--- config.mk ---
export PLATFORM = sky130hd
export DESIGN_NAME = benes_8_router
export DESIGN_NICKNAME = d
export VERILOG_FILES = /design/src/rtl/benes_8_router.sv
export SDC_FILE = /design/constraint.sdc
export NUM_CORES = 1
export LEC_CHECK = 0
export ABC_AREA = 1
export ABC_CLOCK_PERIOD_IN_PS = 2200
export BUFFER_PORTS_ARGS = -buffer_cell sky130_fd_sc_hd__buf_2
export CAP_MARGIN = 0
export CORE_ASPECT_RATIO = 0.7
export CORE_MARGIN = 2
export CORE_UTILIZATION = 50
export CTS_CLUSTER_DIAMETER = 150
export CTS_CLUSTER_SIZE = 30
export DETAILED_ROUTE_END_ITERATION = 12
export PLACE_DENSITY = 0.65
export SLEW_MARGIN = 20
export SYNTH_ARGS = -nofsm -noshare
export SYNTH_HDL_FRONTEND = slang
export SYNTH_SLANG_ARGS = --single-unit
--- constraint.sdc ---
create_clock -name clk -period 2.2 [get_ports clk]
set_input_delay 0 -clock clk [delete_from_list [all_inputs] [get_ports clk]]
set_output_delay 0 -clock clk [all_outputs]
set_load 0.05 [all_outputs]
--- src/rtl/benes_8_router.sv ---
// 8-lane Benes datapath: five pipelined columns of 2x2 switches driven by a
// guarded configuration register, with valid/ready streaming on the data path.
module benes_8_router #(
    parameter int W = 8
) (
    input  logic           clk,
    input  logic           areset,
    input  logic           cfg_valid,
    input  logic [19:0]    cfg_state,
    output logic           cfg_ready,
    output logic           cfg_loaded,
    input  logic           in_valid,
    input  logic [8*W-1:0] in_data,
    output logic           in_ready,
    output logic           out_valid,
    output logic [8*W-1:0] out_data,
    input  logic           out_ready
);

    logic [19:0]               r_cfg;
    logic                      r_loaded;
    logic [4:0]                r_v;
    logic [4:0][7:0][W-1:0]    r_d;
    logic [4:0][7:0][W-1:0]    w_c;
    logic [4:0]                w_ld;
    logic [7:0][W-1:0]         w_in;

    // Returns {out1, out0}; s=1 passes straight, s=0 crosses.
    function automatic logic [2*W-1:0] sw2(
        input logic [W-1:0] a,
        input logic [W-1:0] b,
        input logic         s
    );
        return s ? {b, a} : {a, b};
    endfunction

    assign w_in = in_data;

    // Column 0 splits into upper/lower subnets; column 4 merges them.
    for (genvar m = 0; m < 4; m++) begin : g_edge
        assign {w_c[0][4+m], w_c[0][m]} =
            sw2(w_in[2*m], w_in[2*m+1], r_cfg[5*m]);
        assign {w_c[4][2*m+1], w_c[4][2*m]} =
            sw2(r_d[3][m], r_d[3][4+m], r_cfg[5*m+4]);
    end

    // Inner columns: each register is indexed by the next column's inputs.
    for (genvar u = 0; u < 2; u++) begin : g_sub
        for (genvar r = 0; r < 2; r++) begin : g_row
            localparam int M = 2*u + r;
            localparam int B = 4*u;
            assign {w_c[1][B+2+r], w_c[1][B+r]} =
                sw2(r_d[0][B+2*r], r_d[0][B+2*r+1], r_cfg[5*M+1]);
            assign {w_c[2][B+2+r], w_c[2][B+r]} =
                sw2(r_d[1][B+2*r], r_d[1][B+2*r+1], r_cfg[5*M+2]);
            assign {w_c[3][B+2*r+1], w_c[3][B+2*r]} =
                sw2(r_d[2][B+2*r], r_d[2][B+2*r+1], r_cfg[5*M+3]);
        end
    end

    always_comb begin
        w_ld    = '0;
        w_ld[4] = ~r_v[4] | out_ready;
        for (int k = 3; k >= 0; k--) begin
            w_ld[k] = ~r_v[k] | w_ld[k+1];
        end
    end

    assign cfg_ready  = cfg_valid & ~|r_v;
    assign cfg_loaded = r_loaded;
    assign in_ready   = r_loaded & ~cfg_valid & w_ld[0];
    assign out_valid  = r_v[4];
    assign out_data   = r_d[4];

    always_ff @(posedge clk) begin
        if (areset) begin
            r_v      <= '0;
            r_d      <= '0;
            r_cfg    <= 20'hFFFFF;
            r_loaded <= 1'b0;
        end else begin
            if (cfg_ready) begin
                r_cfg    <= cfg_state;
                r_loaded <= 1'b1;
            end
            if (w_ld[0]) begin
                r_v[0] <= in_valid & in_ready;
                r_d[0] <= w_c[0];
            end
            for (int k = 1; k < 5; k++) begin
                if (w_ld[k]) begin
                    r_v[k] <= r_v[k-1];
                    r_d[k] <= w_c[k];
                end
            end
        end
    end

endmodule

==> flow_summary_export.csv <==
group,metric,value,unit
logic_synthesis,synth_cell_types,25,
layout,finish.net_count,2581,
cts,clock_path_buffers,3,
run,drv.max_cap_violation_count,0,
layout,flow.area_growth_from_synthesis,11.5,%
sta,timing.hold.ws,9.81,ps
cts,cts.reportedPaths.clkPinSlew,120,ps
floorplanning,placement_rows,55,
grt,grt_pass1_vias,14200,
layout,num_antenna_cells,0,
detailed_routing,via_count,15800,
grt,grt-ovfl-total,0,
floorplanning,chipWidth,221,µm
sta,timing.final.setup_violations,0,
critical_path,setup_cp_type,"reg -> out",
logic_synthesis,postSynthNetCount,2510,
layout,layout.core_utilization,56.8,%
detailed_routing,wl,47.2,mm
pwr,powerDensity,644,nW/µm²
floorplanning,die_footprint,34500,µm²
layout,layout_common_cells,"422 x o21ai_0, 417 x nand2_1, 343 x dfxtp_1, 325 x nor2_1, 261 x inv_1",
sta,rsz0062_at_grt,"no",
hold_path,holdCritPathClass,"in -> reg",
detailed_routing,drt_iter0_drc,1657,
critical_path,critical_path.endpoint_type,"output port",
cts,htree_levels,1,
floorplanning,start_util,50.9,%
detailed_routing,detail_routed_via_count_per_cell,5.40,
cts,cts_tree,"built",
sta,max_slew_margin,28.9,%
detailed_routing,remaining_number_of_nets_flagged_by_the_antenna_check_after_routing,0,
outcome,run_status,"finished, final reports clean",
pwr,leakage,7.80,nW
sta,fin_skew,14.1,ps
layout,layout.cells.most_common,"o21ai_0",
grt,largest_net_degree_at_the_start_of_global_routing,130,
sta,worst_pin_slew,1060,ps
logic_synthesis,proportion_of_synthesized_chip_area_in_sequential_cells,41.9,%
sta,fmax,485,MHz
grt,grt_first_pass_wirelength,74.4,mm
grt,grt_antenna_before_repair,0,
sta,fin_crit,2060,ps
floorplanning,core_area,32400,µm²
sta,slew_violations,0,
sta,setup_total_negative_slack,0,ps
floorplanning,floorplan.io_pins,157,
placed_design,numPortBuffers,156,
logic_synthesis,syn-cell-area,16500,µm²
detailed_routing,detail_route.drc_violations,0,
logic_synthesis,postSynthCellCount,2421,
cts,clkLatencyLatePin,530,ps
cts,clkSinkCount,346,
detailed_routing,wire_per_inst,16.2,µm
logic_synthesis,avgSynthCellArea,6.82,µm²
cts,cts_made_buffers,15,
floorplanning,die_h,156,µm
logic_synthesis,yosys_warnings,0,
sta,final.period_utilization,93.8,%
cts,cts-root-buf,"clkbuf_16",
layout,drive_above_1_share,9.39,%
critical_path,cp_data_required_time,2200,ps
grt,gr-usage-all-layers,26.5,%
pwr,vdd_drop_max,583,µV
critical_path,path_max_fanout,41,
sta,hold_viol,0,
placed_design,routabilityCongestion,0.902,
placed_design,detailed_place_hpwl,32.4,mm
logic_synthesis,ys_ff_latch,346,
critical_path,worst-endpoint-arrival,2060,ps
critical_path,worstSetupStartpointType,"flip-flop",
layout,nFillCells,3027,
detailed_routing,first_pass_iters,6,
metal layers:
| metal | vias up | GRT usage, % | routed length, µm |
|---|---|---|---|
| li1 | 7928 | - | - |
| met1 | 7324 | 37.1 | 22200 |
| met2 | 420 | 42.6 | 20900 |
| met3 | 86 | 4.73 | 3030 |
| met4 | 0 | 6.26 | 1090 |
| met5 | - | 0 | 0 |
stage by stage:
step / std cells / setup WS [ps] / power [mW] / cell area (µm²)
floorplan: 2421 / 535 / 7.95 / 16500
global placement: 2794 / 431 / 8.46 / 16900
detailed placement: 2794 / 401 / 8.49 / 16900
CTS: 2917 / 73.2 / 11.9 / 18400
global route: 2918 / 62.0 / 12.4 / 18400
finish: 2918 / 136 / 11.9 / 18400
sequential cells by signal (all words and copies together) (netlist names):
name / count
cfg_loaded: 1
out_data: 64
r_cfg: 20
r_d: 256
r_v: 5
Yosys cell counts:
cell type  count  area (µm²)
clkbuf_2       1        5.00
a211oi_1      64         480
and3_1         1        6.26
clkbuf_1     129         484
buf_2         29         145
nand4_1       64         400
nand2_1      418        1570
o21a_1         1        7.51
nand3_2        2        20.0
a31oi_1       64         400
a21oi_1      136         681
o21ai_1       30         150
nand4_2        1        12.5
buf_6         18         203
o21ai_0      422        2110
dfxtp_1      346        6930
nor2_1       325        1220
buf_4         72         541
clkinv_1       5        18.8
inv_1        261         980
inv_2          3        11.3
buf_1         10        37.5
nor2_4         1        11.3
nand3_1       17        85.1
nor2_2         1        6.26
worst paths after layout:
| path | startpoint | endpoint | slack [ps] | cells after the start |
|---|---|---|---|---|
| min | in_data[4] | r_d[4]$_SDFFE_PP0P_ | 10 | 5 |
| max | r_v[3]$_SDFFE_PP0P_ | in_ready | 140 | 6 |
| min reg2reg | r_d[129]$_SDFFE_PP0P_ | r_d[129]$_SDFFE_PP0P_ | 480 | 2 |
| max reg2reg | r_cfg[5]$_SDFFE_PP1P_ | r_d[8]$_SDFFE_PP0P_ | 210 | 6 |
cell families (layout without fill, tap and decap cells):
family,count (synthesis),in the layout,synth area share [%]
AO/OA/AOI/OAI,717,717,23.2
AND/OR/NAND/NOR,830,830,20.2
buffers and inverters,528,598,14.7
flip-flops,346,346,41.9
critical path, cell delays in order, from the launching register on:
cell	delay [ps]
dfxtp_1	420
nand4_2	160
nor2_4	220
buf_12	250
nand2_1	100
and3_1	160
buf_2	210
area by class of cell:
| cell class | count | area (µm²) | area share, % |
|---|---|---|---|
| well taps | 427 | 534 | 2.90 |
| clock buffers | 15 | 375 | 2.04 |
| multi-input cells | 1547 | 7170 | 39.0 |
| repair buffers | 313 | 2370 | 12.9 |
| flip-flops and latches | 346 | 6930 | 37.6 |
| clock inverters | 1 | 16.3 | 0.0883 |
| inverters | 269 | 1010 | 5.51 |
power by group:
group	leakage [nW]	internal [mW]	switching [mW]
Sequential	2.83	6.57	0.260
Combinational	4.78	0.660	1.09
Clock	0.192	1.27	2.02
repair_timing:
item | in CTS | in global routing
buffers inserted | 0 | 0
setup endpoints to repair | 0 | 1
hold buffers | 107 | 0
endpoints found under the hold margin | 78 | 0
resized for setup | 0 | 1
Note: power is estimated with default switching activity, not from simulation.
